### config.mk
export PLATFORM = sky130hd
export DESIGN_NAME = util_1553_bc_sequencer
export DESIGN_NICKNAME = d
export VERILOG_FILES = /design/src/rtl/util_1553_pkg.sv /design/src/rtl/util_1553_resp_timer.sv /design/src/rtl/util_1553_bc_sequencer.sv
export SDC_FILE = /design/constraint.sdc
export NUM_CORES = 1
export LEC_CHECK = 0
export ABC_AREA = 1
export BUFFER_PORTS_ARGS = -buffer_cell sky130_fd_sc_hd__clkbuf_2
export CORE_MARGIN = 8
export CORE_UTILIZATION = 49
export CTS_BUF_LIST = sky130_fd_sc_hd__clkbuf_4 sky130_fd_sc_hd__clkbuf_8
export CTS_CLUSTER_DIAMETER = 120
export DETAILED_ROUTE_END_ITERATION = 10
export PLACE_DENSITY = 0.79
export SLEW_MARGIN = 40
export SYNTH_ARGS = -nofsm -noshare
export SYNTH_HDL_FRONTEND = slang
export SYNTH_HIERARCHICAL = 1
export SYNTH_SLANG_ARGS = --single-unit
### constraint.sdc
create_clock -name aclk -period 1.75 [get_ports aclk]
set_input_delay 0.4375 -clock aclk [delete_from_list [all_inputs] [get_ports aclk]]
set_output_delay 0.4375 -clock aclk [all_outputs]
set_load 0.005 [all_outputs]
### src/rtl/util_1553_pkg.sv
// Shared constants for the MIL-STD-1553 bus-controller sequencer.
package util_1553_pkg;

    // Sequencer states
    localparam logic [2:0] ST_IDLE        = 3'd0;
    localparam logic [2:0] ST_SEND_CMD    = 3'd1;
    localparam logic [2:0] ST_SEND_DATA   = 3'd2;
    localparam logic [2:0] ST_WAIT_STATUS = 3'd3;
    localparam logic [2:0] ST_RECV_DATA   = 3'd4;
    localparam logic [2:0] ST_DONE        = 3'd5;

    // Command word fields (status word shares the RT field position)
    localparam int CMD_RT_MSB = 15;
    localparam int CMD_RT_LSB = 11;
    localparam int CMD_TR_BIT = 10;
    localparam int CMD_SA_MSB = 9;
    localparam int CMD_SA_LSB = 5;
    localparam int CMD_WC_MSB = 4;
    localparam int CMD_WC_LSB = 0;

    // AXIS tuser bits
    localparam int TUSER_SYNC_BIT   = 7;
    localparam int TUSER_PARITY_BIT = 0;

    localparam logic [4:0] MODE_SA0     = 5'd0;
    localparam logic [4:0] MODE_SA31    = 5'd31;
    localparam logic [4:0] BROADCAST_RT = 5'd31;

    // result = {timeout, sync_err, parity_err, addr_err}
    localparam int RES_TIMEOUT_BIT = 3;
    localparam int RES_SYNC_BIT    = 2;
    localparam int RES_PARITY_BIT  = 1;
    localparam int RES_ADDR_BIT    = 0;

    // Number of data words carried by a message; wc=0 encodes 32.
    function automatic logic [5:0] calc_nwords(input logic [4:0] sa, input logic [4:0] wc);
        if (sa == MODE_SA0 || sa == MODE_SA31) begin
            return wc[4] ? 6'd1 : 6'd0;
        end
        return (wc == 5'd0) ? 6'd32 : {1'b0, wc};
    endfunction

endpackage

### src/rtl/util_1553_resp_timer.sv
// Response timer: reloads on every bus handshake, flags expiry RESP_CYCLES cycles later.
module util_1553_resp_timer #(
    parameter int unsigned CLOCK_SPEED     = 100000000,
    parameter int unsigned RESP_TIMEOUT_US = 40
) (
    input  logic aclk,
    input  logic arstn,
    input  logic load_i,
    input  logic clear_i,
    output logic expire_o
);

    localparam int unsigned RESP_CYCLES = CLOCK_SPEED / 1000000 * RESP_TIMEOUT_US;
    localparam int unsigned CNT_W       = $clog2(RESP_CYCLES + 1);

    logic [CNT_W-1:0] cnt_q, cnt_d;
    logic             run_q, run_d;

    // Load to RESP_CYCLES-1 so the count hits zero exactly RESP_CYCLES cycles after the load.
    always_comb begin
        cnt_d = cnt_q;
        run_d = run_q;
        if (clear_i) begin
            run_d = 1'b0;
            cnt_d = '0;
        end else if (load_i) begin
            run_d = 1'b1;
            cnt_d = CNT_W'(RESP_CYCLES - 1);
        end else if (run_q) begin
            if (cnt_q == '0) begin
                run_d = 1'b0;
            end else begin
                cnt_d = cnt_q - 1'b1;
            end
        end
    end

    // Timer state
    always_ff @(posedge aclk or negedge arstn) begin
        if (!arstn) begin
            cnt_q <= '0;
            run_q <= 1'b0;
        end else begin
            cnt_q <= cnt_d;
            run_q <= run_d;
        end
    end

    assign expire_o = run_q && (cnt_q == '0);

endmodule

### src/rtl/util_1553_bc_sequencer.sv
// MIL-STD-1553 bus-controller message sequencer with registered encoder and rx stages.
module util_1553_bc_sequencer
    import util_1553_pkg::*;
#(
    parameter int unsigned CLOCK_SPEED     = 100000000,
    parameter int unsigned RESP_TIMEOUT_US = 40
) (
    input  logic        aclk,
    input  logic        arstn,
    input  logic [15:0] s_axis_cmd_tdata,
    input  logic        s_axis_cmd_tvalid,
    output logic        s_axis_cmd_tready,
    input  logic [15:0] s_axis_tx_tdata,
    input  logic        s_axis_tx_tvalid,
    output logic        s_axis_tx_tready,
    output logic [15:0] m_axis_enc_tdata,
    output logic        m_axis_enc_tvalid,
    output logic [7:0]  m_axis_enc_tuser,
    input  logic        m_axis_enc_tready,
    input  logic [15:0] s_axis_dec_tdata,
    input  logic        s_axis_dec_tvalid,
    input  logic [7:0]  s_axis_dec_tuser,
    output logic        s_axis_dec_tready,
    output logic [15:0] m_axis_rx_tdata,
    output logic        m_axis_rx_tvalid,
    output logic [7:0]  m_axis_rx_tuser,
    input  logic        m_axis_rx_tready,
    output logic        busy,
    output logic        done,
    output logic [3:0]  result
);

    logic [2:0]  state_q, state_d;
    logic [4:0]  rt_q, rt_d;
    logic        tr_q, tr_d;
    logic        bcast_q, bcast_d;
    logic [5:0]  cnt_q, cnt_d;
    logic [3:0]  result_q, result_d;
    logic        run_q;
    logic        enc_tvalid_q, enc_tvalid_d;
    logic [15:0] enc_tdata_q, enc_tdata_d;
    logic [7:0]  enc_tuser_q, enc_tuser_d;
    logic        rx_tvalid_q, rx_tvalid_d;
    logic [15:0] rx_tdata_q, rx_tdata_d;
    logic [7:0]  rx_tuser_q, rx_tuser_d;
    logic [3:0]  err;

    logic cmd_hs, tx_hs, enc_hs, dec_hs, dec_accept;
    logic enc_free, rx_free, rx_phase, expire;

    // Handshakes and ready generation; run_q keeps every ready low while in reset.
    always_comb begin
        rx_phase          = (state_q == ST_WAIT_STATUS) || (state_q == ST_RECV_DATA);
        enc_free          = !enc_tvalid_q || m_axis_enc_tready;
        rx_free           = !rx_tvalid_q || m_axis_rx_tready;
        s_axis_cmd_tready = run_q && (state_q == ST_IDLE);
        s_axis_tx_tready  = run_q && (state_q == ST_SEND_DATA) && (cnt_q != 6'd0) && enc_free;
        if (rx_phase) begin
            s_axis_dec_tready = run_q && rx_free;
        end else begin
            // Words outside a response window are discarded
            s_axis_dec_tready = run_q && ((state_q == ST_IDLE) || (state_q == ST_SEND_CMD) ||
                                          (state_q == ST_SEND_DATA));
        end
        cmd_hs     = s_axis_cmd_tvalid && s_axis_cmd_tready;
        tx_hs      = s_axis_tx_tvalid && s_axis_tx_tready;
        enc_hs     = m_axis_enc_tvalid && m_axis_enc_tready;
        dec_hs     = s_axis_dec_tvalid && s_axis_dec_tready;
        dec_accept = dec_hs && rx_phase;
    end

    util_1553_resp_timer #(
        .CLOCK_SPEED     (CLOCK_SPEED),
        .RESP_TIMEOUT_US (RESP_TIMEOUT_US)
    ) u_resp_timer (
        .aclk     (aclk),
        .arstn    (arstn),
        .load_i   (enc_hs || dec_accept),
        .clear_i  ((state_q == ST_IDLE) || (state_q == ST_DONE)),
        .expire_o (expire)
    );

    // Sequencer next-state, encoder stage and rx stage
    always_comb begin
        state_d      = state_q;
        rt_d         = rt_q;
        tr_d         = tr_q;
        bcast_d      = bcast_q;
        cnt_d        = cnt_q;
        result_d     = result_q;
        enc_tvalid_d = enc_tvalid_q;
        enc_tdata_d  = enc_tdata_q;
        enc_tuser_d  = enc_tuser_q;
        rx_tvalid_d  = rx_tvalid_q;
        rx_tdata_d   = rx_tdata_q;
        rx_tuser_d   = rx_tuser_q;
        err          = 4'b0000;

        if (enc_hs) enc_tvalid_d = 1'b0;
        if (rx_tvalid_q && m_axis_rx_tready) rx_tvalid_d = 1'b0;
        // Every accepted response word goes to the host, including erroneous ones
        if (dec_accept) begin
            rx_tvalid_d = 1'b1;
            rx_tdata_d  = s_axis_dec_tdata;
            rx_tuser_d  = s_axis_dec_tuser;
        end

        case (state_q)
            ST_IDLE: begin
                if (cmd_hs) begin
                    rt_d         = s_axis_cmd_tdata[CMD_RT_MSB:CMD_RT_LSB];
                    tr_d         = s_axis_cmd_tdata[CMD_TR_BIT];
                    bcast_d      = s_axis_cmd_tdata[CMD_RT_MSB:CMD_RT_LSB] == BROADCAST_RT;
                    cnt_d        = calc_nwords(s_axis_cmd_tdata[CMD_SA_MSB:CMD_SA_LSB],
                                               s_axis_cmd_tdata[CMD_WC_MSB:CMD_WC_LSB]);
                    enc_tvalid_d = 1'b1;
                    enc_tdata_d  = s_axis_cmd_tdata;
                    enc_tuser_d  = 8'h80;
                    state_d      = ST_SEND_CMD;
                end
            end
            ST_SEND_CMD: begin
                if (enc_hs) begin
                    if (tr_q) begin
                        state_d = ST_WAIT_STATUS;
                    end else if (cnt_q != 6'd0) begin
                        state_d = ST_SEND_DATA;
                    end else if (bcast_q) begin
                        result_d = 4'b0000;
                        state_d  = ST_DONE;
                    end else begin
                        state_d = ST_WAIT_STATUS;
                    end
                end
            end
            ST_SEND_DATA: begin
                if (tx_hs) begin
                    enc_tvalid_d = 1'b1;
                    enc_tdata_d  = s_axis_tx_tdata;
                    enc_tuser_d  = 8'h00;
                    cnt_d        = cnt_q - 6'd1;
                end
                // Leave only once the last data word has left the encoder stage
                if (enc_hs && cnt_q == 6'd0) begin
                    if (bcast_q) begin
                        result_d = 4'b0000;
                        state_d  = ST_DONE;
                    end else begin
                        state_d = ST_WAIT_STATUS;
                    end
                end
            end
            ST_WAIT_STATUS: begin
                if (dec_accept) begin
                    err[RES_SYNC_BIT]   = !s_axis_dec_tuser[TUSER_SYNC_BIT];
                    err[RES_PARITY_BIT] = !s_axis_dec_tuser[TUSER_PARITY_BIT];
                    err[RES_ADDR_BIT]   = s_axis_dec_tdata[CMD_RT_MSB:CMD_RT_LSB] != rt_q;
                    if (err != 4'b0000 || !tr_q || cnt_q == 6'd0) begin
                        result_d = err;
                        state_d  = ST_DONE;
                    end else begin
                        state_d = ST_RECV_DATA;
                    end
                end else if (expire) begin
                    result_d                  = 4'b0000;
                    result_d[RES_TIMEOUT_BIT] = 1'b1;
                    state_d                   = ST_DONE;
                end
            end
            ST_RECV_DATA: begin
                if (dec_accept) begin
                    err[RES_SYNC_BIT]   = s_axis_dec_tuser[TUSER_SYNC_BIT];
                    err[RES_PARITY_BIT] = !s_axis_dec_tuser[TUSER_PARITY_BIT];
                    cnt_d               = cnt_q - 6'd1;
                    if (err != 4'b0000 || cnt_q == 6'd1) begin
                        result_d = err;
                        state_d  = ST_DONE;
                    end
                end else if (expire) begin
                    result_d                  = 4'b0000;
                    result_d[RES_TIMEOUT_BIT] = 1'b1;
                    state_d                   = ST_DONE;
                end
            end
            ST_DONE: begin
                state_d = ST_IDLE;
            end
            default: begin
                state_d = ST_IDLE;
            end
        endcase
    end

    // State and output registers
    always_ff @(posedge aclk or negedge arstn) begin
        if (!arstn) begin
            state_q      <= ST_IDLE;
            rt_q         <= 5'd0;
            tr_q         <= 1'b0;
            bcast_q      <= 1'b0;
            cnt_q        <= 6'd0;
            result_q     <= 4'b0000;
            run_q        <= 1'b0;
            enc_tvalid_q <= 1'b0;
            enc_tdata_q  <= 16'h0000;
            enc_tuser_q  <= 8'h00;
            rx_tvalid_q  <= 1'b0;
            rx_tdata_q   <= 16'h0000;
            rx_tuser_q   <= 8'h00;
        end else begin
            state_q      <= state_d;
            rt_q         <= rt_d;
            tr_q         <= tr_d;
            bcast_q      <= bcast_d;
            cnt_q        <= cnt_d;
            result_q     <= result_d;
            run_q        <= 1'b1;
            enc_tvalid_q <= enc_tvalid_d;
            enc_tdata_q  <= enc_tdata_d;
            enc_tuser_q  <= enc_tuser_d;
            rx_tvalid_q  <= rx_tvalid_d;
            rx_tdata_q   <= rx_tdata_d;
            rx_tuser_q   <= rx_tuser_d;
        end
    end

    assign m_axis_enc_tvalid = enc_tvalid_q;
    assign m_axis_enc_tdata  = enc_tdata_q;
    assign m_axis_enc_tuser  = enc_tuser_q;
    assign m_axis_rx_tvalid  = rx_tvalid_q;
    assign m_axis_rx_tdata   = rx_tdata_q;
    assign m_axis_rx_tuser   = rx_tuser_q;
    assign busy              = state_q != ST_IDLE;
    assign done              = state_q == ST_DONE;
    assign result            = result_q;

endmodule
* Yosys cells after proc, flatten, opt, wreduce, memory -nomap -nowiden *
Index checks and enable logic that the tools add are counted.
W data, S select, Z words.

word-level totals
  register bits after elaboration = 84
  bits of input ports = 63
  output and inout port bits = 59
  word-level logic and storage cells = 141

operators by class
  add/sub/neg operators = 2
  equal/unequal tests = 19
  muxes and demuxes = 55
  reduce and logical (&&, ||, !) cells = 50

operators by type and width
  kind                     number
  $mux W12                 4
  $mux W4                  10
  $mux W6                  6
  $mux W16                 2
  $pmux W16 S2             1
  $mux W3                  10
  $pmux W6 S3              1
  $mux W8                  2
  $pmux W4 S4              1
  $pmux W8 S2              1
  $mux W1                  15
  $pmux W3 S5              1
  $logic_and A1 B1 Y1      14
  $logic_not A12 Y1        1
  $ne A2 B2 Y1 const B     6
  $reduce_bool A3 Y1       4
  $sub A12 B1 Y12 const B  1
  $logic_or A1 B1 Y1       11
  $eq A5 B5 Y1 const B     2
  $logic_not A5 Y1         2
  $reduce_and A4 Y1        2
  $reduce_and A7 Y1        1
  $eq A3 B2 Y1 const B     2
  $eq A3 B3 Y1 const B     2
  16 further kinds         24

* Logic depth before layout (Yosys ltp) *
Gate-level depths: netlist (run 1).

  word-level depth = 10
  gate-level depth with buffers = 12
  mapped depth without buffers = 11

* Cells and area by module *
Netlist (run 1), hierarchy kept.

modules (own cells, without submodules)
  module                  instances  cells an instance  area an instance (µm²)  sequential area each (µm²)
  util_1553_bc_sequencer  1          430                3369.5                  1601.5
  util_1553_resp_timer    1          135                913.4                   325.3

* Least setup slack after synthesis (run 1) *
OpenSTA, ideal clock, no wires.

  path kind = register -> register
  start = register state_q[2]
  end = register u_resp_timer.cnt_q[4]
  setup time = 0.125 ns
  arrival time = 1.790 ns
  data required time = 1.625 ns
  setup slack = -0.165 ns
  stages on the path, launching flop included = 13
  buffers on the path = 2
  clock period less this slack = 1.915 ns
  cell sequence = dfrtp_1 -> inv_1 -> nand3_1 -> nand2_4 -> nand4_4 -> buf_2 -> nand2_1 -> inv_2 -> nand3_1 -> nand2_2 -> buf_6 -> nand2_1 -> o21ai_2

on the way
  cells in the longest elaborated chain, start to end = 10
  elaborated cells on any way between the ends = 20
  classes of those cells = eq/ne (6); mux (3); reduce/logical (11)

ends and longest elaborated chain
  what                                                            line                                                        text
  start: declaration                                              util_1553_bc_sequencer.sv:33                                logic [2:0] state_q, state_d;
  start signal: assignment                                        util_1553_bc_sequencer.sv:211                               state_q <= state_d;
  $eq A3 B1 Y1 or $logic_not A3 Y1 (tied branches)                util_1553_bc_sequencer.sv:62, util_1553_bc_sequencer.sv:79
  $logic_or A1 B1 Y1 (2 in a row)                                 util_1553_bc_sequencer.sv:62                                s_axis_dec_tready = run_q && ((state_q == ST_IDLE) || (state_q == ST_SEND_CMD) ||
  $logic_and A1 B1 Y1                                             util_1553_bc_sequencer.sv:62
  $mux W1                                                         util_1553_bc_sequencer.sv:58                                if (rx_phase) begin
  $logic_and A1 B1 Y1                                             util_1553_bc_sequencer.sv:68                                dec_hs = s_axis_dec_tvalid && s_axis_dec_tready;
  $logic_and A1 B1 Y1                                             util_1553_bc_sequencer.sv:69                                dec_accept = dec_hs && rx_phase;
  $logic_or A1 B1 Y1                                              util_1553_bc_sequencer.sv:78                                .load_i (enc_hs || dec_accept),
  $ne A3 B1 Y1 (no source line) (tied with other cells)           n/a
  $reduce_and A2 Y1 (no source line) or $mux W12 (tied branches)  n/a
  end signal: assignment                                          util_1553_resp_timer.sv:44                                  cnt_q <= cnt_d;
  end: declaration                                                util_1553_resp_timer.sv:16                                  logic [CNT_W-1:0] cnt_q, cnt_d;

Parallel ways exist; a longest one is shown, timed or not.
A chain may end at the register's enable or synchronous reset.

* Worst setup path after layout (run 1) *
  start = register state_q[1]
  end = output s_axis_dec_tready

on the way
  cells in the longest elaborated chain, start to end = 5
  elaborated cells on any way between the ends = 10
  classes of those cells = eq/ne (4); mux (1); reduce/logical (5)

ends and longest elaborated chain
  what                                              line                          text
  $eq A3 B1 Y1 or $logic_not A3 Y1 (tied branches)  util_1553_bc_sequencer.sv:62
  $logic_or A1 B1 Y1 (2 in a row)                   util_1553_bc_sequencer.sv:62
  $logic_and A1 B1 Y1                               util_1553_bc_sequencer.sv:62
  $mux W1 (*)                                       util_1553_bc_sequencer.sv:58
  end: declaration                                  util_1553_bc_sequencer.sv:23  output logic s_axis_dec_tready,

Every way passes the cells marked *; elsewhere a longest branch is shown, timed or not.

==> results of run 1 <==
-- synthesized netlist by cell type (2+ instances only) --
library cell,instances
nand2_1,209
dfrtp_1,77
inv_1,52
nor2_1,52
nand3_1,30
o21ai_0,28
a31oi_1,13
buf_4,11
nand2_2,8
nor2_2,8
a21oi_1,7
o21ai_2,6
ha_1,5
inv_2,5
buf_6,4
nand2_4,4
nor2_4,4
o21ai_1,4
a22oi_1,3
a31oi_2,3
buf_2,3
nand4_1,3
xor2_1,3
clkbuf_1,2
conb_1,2
nand3_2,2
nor3b_1,2
nor4_1,2
o21bai_1,2
xnor2_1,2
-- per-stage QoR --
step                cells  setup slack, ns  TNS (ns)  area (um2)  total power, mW
finish                840           -0.103    -0.227        5760             10.2
global placement      803           0.0345         0        5130             7.64
floorplan             571        0.0000772         0        4330             6.12
detailed placement    803          -0.0772    -0.144        5130             7.78
global route          840           -0.191     -1.28        5760             11.0
CTS                   828          -0.0883    -0.232        5440             9.40
-- worst paths after layout --
check	depth (start not counted)	to	slack, ns	startpoint
hold / removal	1	result[3]$_DFFE_PN0P_	0.04	arstn
hold reg to reg	2	m_axis_rx_tdata[3]$_DFFE_PN0P_	0.49	m_axis_rx_tdata[3]$_DFFE_PN0P_
max in group asynchronous	2	m_axis_rx_tuser[3]$_DFFE_PN0P_	1.11	arstn
setup reg to reg	10	result[0]$_DFFE_PN0P_	0	u_resp_timer/cnt_q[0]$_DFFE_PN0P_
setup / recovery	7	s_axis_dec_tready	-0.10	state_q[1]$_DFFE_PN0P_
min in group aclk	3	m_axis_rx_tdata[5]$_DFFE_PN0P_	0.28	s_axis_dec_tdata[5]
-- area by class of cell --
cell class	count	area, um2
flip-flops and latches	77	1930
inverters	58	228
clock inverters	5	61.3
multi-input cells	418	2260
clock buffers	11	139
well taps	108	135
repair buffers	163	1010
fillers	710	2840
-- kinds of logic (layout without fill, tap and decap cells) --
| family | count (synthesis) | after routing | synth area share |
|---|---|---|---|
| AND/OR/NAND/NOR | 329 | 331 | 0.337 |
| flip-flops | 77 | 77 | 0.450 |
| AO/OA/AOI/OAI | 69 | 69 | 0.100 |
| adder cells (fa/ha/maj) | 5 | 5 | 0.0146 |
| XOR/XNOR | 5 | 5 | 0.0102 |
| buffers and inverters | 78 | 237 | 0.0865 |
| other | 2 | 8 | 0.00175 |
-- metal layers --
layer | track usage | wire length (um)
met5 | 0 | 0
met4 | 0.0521 | 240
met3 | 0.0463 | 887
met2 | 0.345 | 6260
met1 | 0.263 | 5420
-- flip-flops by register name (all words and copies together) (netlist names), 3 cells and up --
name	cells
m_axis_enc_tdata	16
rt_q	5
m_axis_rx_tuser	8
result	4
state_q	3
u_resp_timer/cnt_q	12
cnt_q	6
m_axis_rx_tdata	16
-- layout by cell type (no fill, tap or decap), types with 3 or more instances in the layout --
cell / synthesis / final
nand2_1: 209 / 203
clkbuf_2: 0 / 111
dfrtp_1: 77 / 74
nor2_1: 52 / 46
inv_1: 52 / 40
buf_4: 11 / 40
o21ai_0: 28 / 25
nand3_1: 30 / 23
inv_2: 5 / 15
a31oi_1: 13 / 13
nor2_4: 4 / 10
nor2_2: 8 / 9
nand2_2: 8 / 9
clkbuf_8: 0 / 9
nand2_4: 4 / 8
o21ai_2: 6 / 8
conb_1: 2 / 8
buf_6: 4 / 8
a21oi_1: 7 / 6
nand3_2: 2 / 5
o21ai_1: 4 / 5
nand3_4: 0 / 4
ha_1: 5 / 4
xor2_1: 3 / 3
a22oi_1: 3 / 3
nand4_1: 3 / 3
a31oi_2: 3 / 3
clkinvlp_4: 0 / 3
dfrtp_2: 0 / 3
-- power groups by stage --
stage | Clock, mW | Sequential, mW | Combinational (mW)
after floorplan | 0 | 3.08 | 3.05
after global placement | 0 | 3.08 | 4.56
after detailed placement | 0 | 3.10 | 4.67
after CTS | 1.40 | 3.08 | 4.92
after global routing | 1.48 | 3.20 | 6.29
final | 1.38 | 3.09 | 5.70
-- timing repair --
action,4_1_cts,5_1_grt
endpoints found under the setup margin,12,36
cloned,0,2
gates resized for setup,13,63
pin swaps,4,14
hold buffers,0,0
buffers inserted,9,11
==> impl_metrics.csv, run 1 <==
group,metric,value,unit
floorplanning,io-pin-count,122,
clocking,cts_tree,"done",
critical_path,critPathLaunchType,"flop",
clocking,cts_sinks,77,
worst_hold_path,hold_path_class,"in -> async",
logic_synthesis,synth_edf_count,0,
route,drt_pass1_iterations,5,
global_route,antenna_found_initial,0,
run,cap_violations,0,
placed_design,port_buffers,114,
placed_design,dp.final_hpwl,9.18,mm
pwr,p_leak,3.10,nW
logic_synthesis,synthArstFlopShare,1.00,
critical_path,required,1.31,ns
floorplanning,initial_core_util,0.498,
critical_path,worst-path-buf-inv,3,
clocking,cts_root_buffer,"clkbuf_8",
logic_synthesis,ys.flop_type,"dfrtp_1",
floorplanning,die_w,109,um
logic_synthesis,synth_top_area_frac,0.450,
sta,whs,0.0393,ns
global_route,grt_usage,0.206,
pwr,power_frac_seq,0.304,
critical_path,path_cells,"nor2_4, nor2_2, nor2_4, buf_6, nand2_2, inv_2, buf_6",
floorplanning,coreArea,8590,um2
pwr,ir_drop,0.000694,V
critical_path,worst_setup_path_end_kind,"output pin",
route,drtIter0Drc,260,
floorplanning,die_area,12000,um2
final_layout,drive_gt1_frac,0.365,
sta,rsz0062_at_grt,"yes",
pwr,internal_power,5.62,mW
critical_path,critPathMaxStageDelay,0.44,ns
sta,setup_viol,6,
outcome,violations,"setup timing",
logic_synthesis,yosys_warnings,6,
route,avgRoutedWirePerCell,15.2,um
global_route,grt-ovfl-total,0,
global_route,grt_max_degree,32,
clocking,h-tree-depth,3,
logic_synthesis,synth.distinct_cells,39,
final_layout,nets,795,
critical_path,cp.arrival,1.42,ns
sta,skew,0.00805,ns
sta,period_minus_slack,1.85,ns
logic_synthesis,syn_inst,565,
global_route,grt_first_pass_wirelength,19.9,mm
logic_synthesis,yosys.area.top_type,"dfrtp_1",
outcome,status,"finished with violations",
pwr,clockPowerShare,0.135,
final_layout,area_growth,34.4,%
logic_synthesis,ys_seq_area_frac,0.450,
sta,hold_viol,0,
placed_design,gp_congestion,0.894,
route,viasPerCell,5.15,
clocking,cts_max_path_buffers,2,
pwr,power.density,1770,nW/um2
route,drc_errors,0,
critical_path,cp_slowest_cell,"dfrtp_2",
pwr,combPwrFrac,0.560,
pwr,p_switching,4.56,mW
floorplanning,die_y,109,um
sta,fmax,540,MHz
critical_path,crit_type,"reg -> out",
sta,fin_crit_sh,1.06,
sta,worst_slack,-0.103,ns
logic_synthesis,synthTopCellsByArea,"dfrtp_1 (45%), nand2_1 (18%), inv_1 (4.6%)",
logic_synthesis,syn_area,4280,um2
logic_synthesis,syn_area_per_cell,7.58,um2
pwr,p_sw_frac,0.448,
sta,slew_viol_final,0,
final_layout,antenna_cells,0,
route,ant_nets,0,
clocking,numCtsBuffers,9,
route,num_vias,4325,
route,totalWireLength,12.8,mm
critical_path,worstPathMaxFanout,3,
critical_path,cp_top_family,"flip-flops",
clocking,path_clk_slew,0.08,ns
clocking,clock_latency,0.35,ns
logic_synthesis,yosys_register_bits,77,
floorplanning,rows,34,
global_route,grt_pass1_vias,4208,
final_layout,post-route-util,0.670,
Power figures use the tool's default switching activity.
==> inputs of run 2 (changes only) <==
- CELL_PAD_IN_SITES_DETAIL_PLACEMENT: not set -> 0
- CELL_PAD_IN_SITES_GLOBAL_PLACEMENT: not set -> 2
- CORE_UTILIZATION: 49 -> 27
- PLACE_DENSITY: 0.79 -> not set
- PLACE_DENSITY_LB_ADDON: not set -> 0.1
- SETUP_SLACK_MARGIN: not set -> 0.15
==> impl_metrics.csv, run 2 (synthesis results as in run 1) <==
group,metric,value,unit
final_layout,nets,841,
clocking,cts_tree,"done",
outcome,status,"finished with violations",
pwr,p_leak,3.45,nW
sta,fmax,515,MHz
clocking,cts_root_buffer,"clkbuf_8",
final_layout,final_cell_mix,"nand2_1 (193), clkbuf_2 (109), dfrtp_1 (76)",
clocking,path_clk_slew,0.08,ns
sta,whs,0.264,ns
global_route,grt_pass1_vias,4561,
final_layout,antenna_cells,0,
placed_design,gp_congestion,0.824,
global_route,grt_max_degree,29,
global_route,grt_usage,0.147,
outcome,violations,"setup timing",
clocking,numCtsBuffers,9,
placed_design,dp.final_hpwl,10.9,mm
critical_path,path_cells,"buf_6, nor2_4, nand2_4, inv_4, nand2_4, nor2_4, buf_6",
pwr,power.density,1730,nW/um2
final_layout,area_growth,55.2,%
floorplanning,coreArea,15700,um2
global_route,grt_first_pass_wirelength,23.4,mm
critical_path,cp_top_family,"flip-flops",
floorplanning,die_area,20100,um2
global_route,antenna_found_initial,1,
sta,period_minus_slack,1.94,ns
sta,hold_viol,0,
critical_path,cp.arrival,1.50,ns
critical_path,critPathMaxStageDelay,0.42,ns
floorplanning,rows,46,
route,avgRoutedWirePerCell,14.6,um
route,viasPerCell,4.39,
critical_path,worstPathMaxFanout,3,
placed_design,port_buffers,114,
sta,fin_crit_sh,1.11,
floorplanning,initial_core_util,0.273,
route,drt_pass1_iterations,4,
sta,skew,0.00867,ns
pwr,power.total,11.5,mW
route,drc_errors,0,
route,ant_nets,0,
clocking,cts_sinks,77,
critical_path,crit_type,"reg -> out",
floorplanning,die_y,142,um
clocking,cts_max_path_buffers,2,
sta,rsz0062_at_grt,"yes",
sta,slew_viol_final,0,
clocking,h-tree-depth,3,
final_layout,final_cells,993,
floorplanning,io-pin-count,122,
final_layout,final_common_cell,"nand2_1",
pwr,ir_drop,0.000453,V
route,totalWireLength,14.5,mm
sta,worst_slack,-0.191,ns
critical_path,cp_slowest_cell,"dfrtp_1",
critical_path,critPathLaunchType,"flop",
final_layout,drive_gt1_frac,0.426,
route,num_vias,4356,
sta,setup_viol,7,
critical_path,worst_setup_path_end_kind,"output pin",
placed_design,pre_cts_slack,0.00408,ns
run,cap_violations,0,
critical_path,required,1.31,ns
route,drtIter0Drc,164,
placed_design,dp_cells,934,
clocking,clock_latency,0.36,ns
global_route,grt-ovfl-total,0,
floorplanning,die_w,142,um
critical_path,worst-path-buf-inv,3,
worst_hold_path,hold_path_class,"in -> reg",
[run 2: changes by cell type in the layout (fill, tap and decap cells not counted), sizes merged]
cell         change
clkinv           +3
bufinv           +1
clkinvlp         -3
buf             +44
inv              -1
dlygate4sd3      +1
clkbuf           -1
nand2            +1
[run 2: worst min-delay path, stage by stage]
cell,delay [ns]
clkbuf_2,0.07
nand2_1,0.04
nand2_1,0.04
[run 2: per-stage QoR]
| step | TNS [ns] | area, um2 | utilization |
|---|---|---|---|
| after floorplan | 0 | 4380 | - |
| after global placement | 0 | 5530 | 0.352 |
| after detailed placement | 0 | 5530 | 0.352 |
| after CTS | -0.984 | 6260 | 0.398 |
| after global routing | -2.69 | 6650 | 0.423 |
| final | -0.697 | 6650 | 0.423 |
[run 2: area by class of cell]
type | instances | area [um2]
fill | 1631 | 9060
multi-input combinational | 419 | 2410
sequential | 77 | 1930
timing repair buffer | 208 | 1580
tap | 216 | 270
inverter | 58 | 255
clock buffer | 10 | 138
clock inverter | 5 | 75.1
[run 2: metal layers]
metal | vias up | GRT usage | routed length [um]
li1 | 2198 | - | -
met1 | 2023 | 0.185 | 6800
met2 | 113 | 0.232 | 6620
met3 | 20 | 0.0396 | 813
met4 | 2 | 0.0627 | 299
met5 | - | 0 | 13
[run 2: worst paths after layout]
| kind | start | endpoint | slack [ns] | depth (start not counted) |
|---|---|---|---|---|
| worst max-delay path | state_q[0]$_DFFE_PN0P_ | s_axis_tx_tready | -0.19 | 7 |
| worst min-delay path | s_axis_dec_tuser[6] | m_axis_rx_tuser[6]$_DFFE_PN0P_ | 0.26 | 3 |
| worst max register to register | state_q[0]$_DFFE_PN0P_ | result[1]$_DFFE_PN0P_ | 0 | 13 |
| worst min register to register | m_axis_rx_tdata[9]$_DFFE_PN0P_ | m_axis_rx_tdata[9]$_DFFE_PN0P_ | 0.48 | 2 |
| max in group asynchronous | arstn | m_axis_rx_tdata[5]$_DFFE_PN0P_ | 0.67 | 3 |
| min in group asynchronous | arstn | u_resp_timer/cnt_q[9]$_DFFE_PN0P_ | 0.52 | 2 |
[run 2: report_power, final]
| part | total [mW] | switching (mW) | leakage, nW | internal [mW] |
|---|---|---|---|---|
| sequential | 3.07 | 0.513 | 0.953 | 2.55 |
| combinational | 6.90 | 3.66 | 2.38 | 3.24 |
| clock | 1.51 | 0.680 | 0.112 | 0.827 |
| total | 11.5 | 4.86 | 3.45 | 6.62 |
[run 2: timing repair]
action	CTS	global route
buffers inserted	22	13
endpoints found under the hold margin	20	0
pin swaps	16	34
gates resized for setup	66	74
setup endpoints to repair	63	72
gates cloned	4	4
hold buffers	1	0
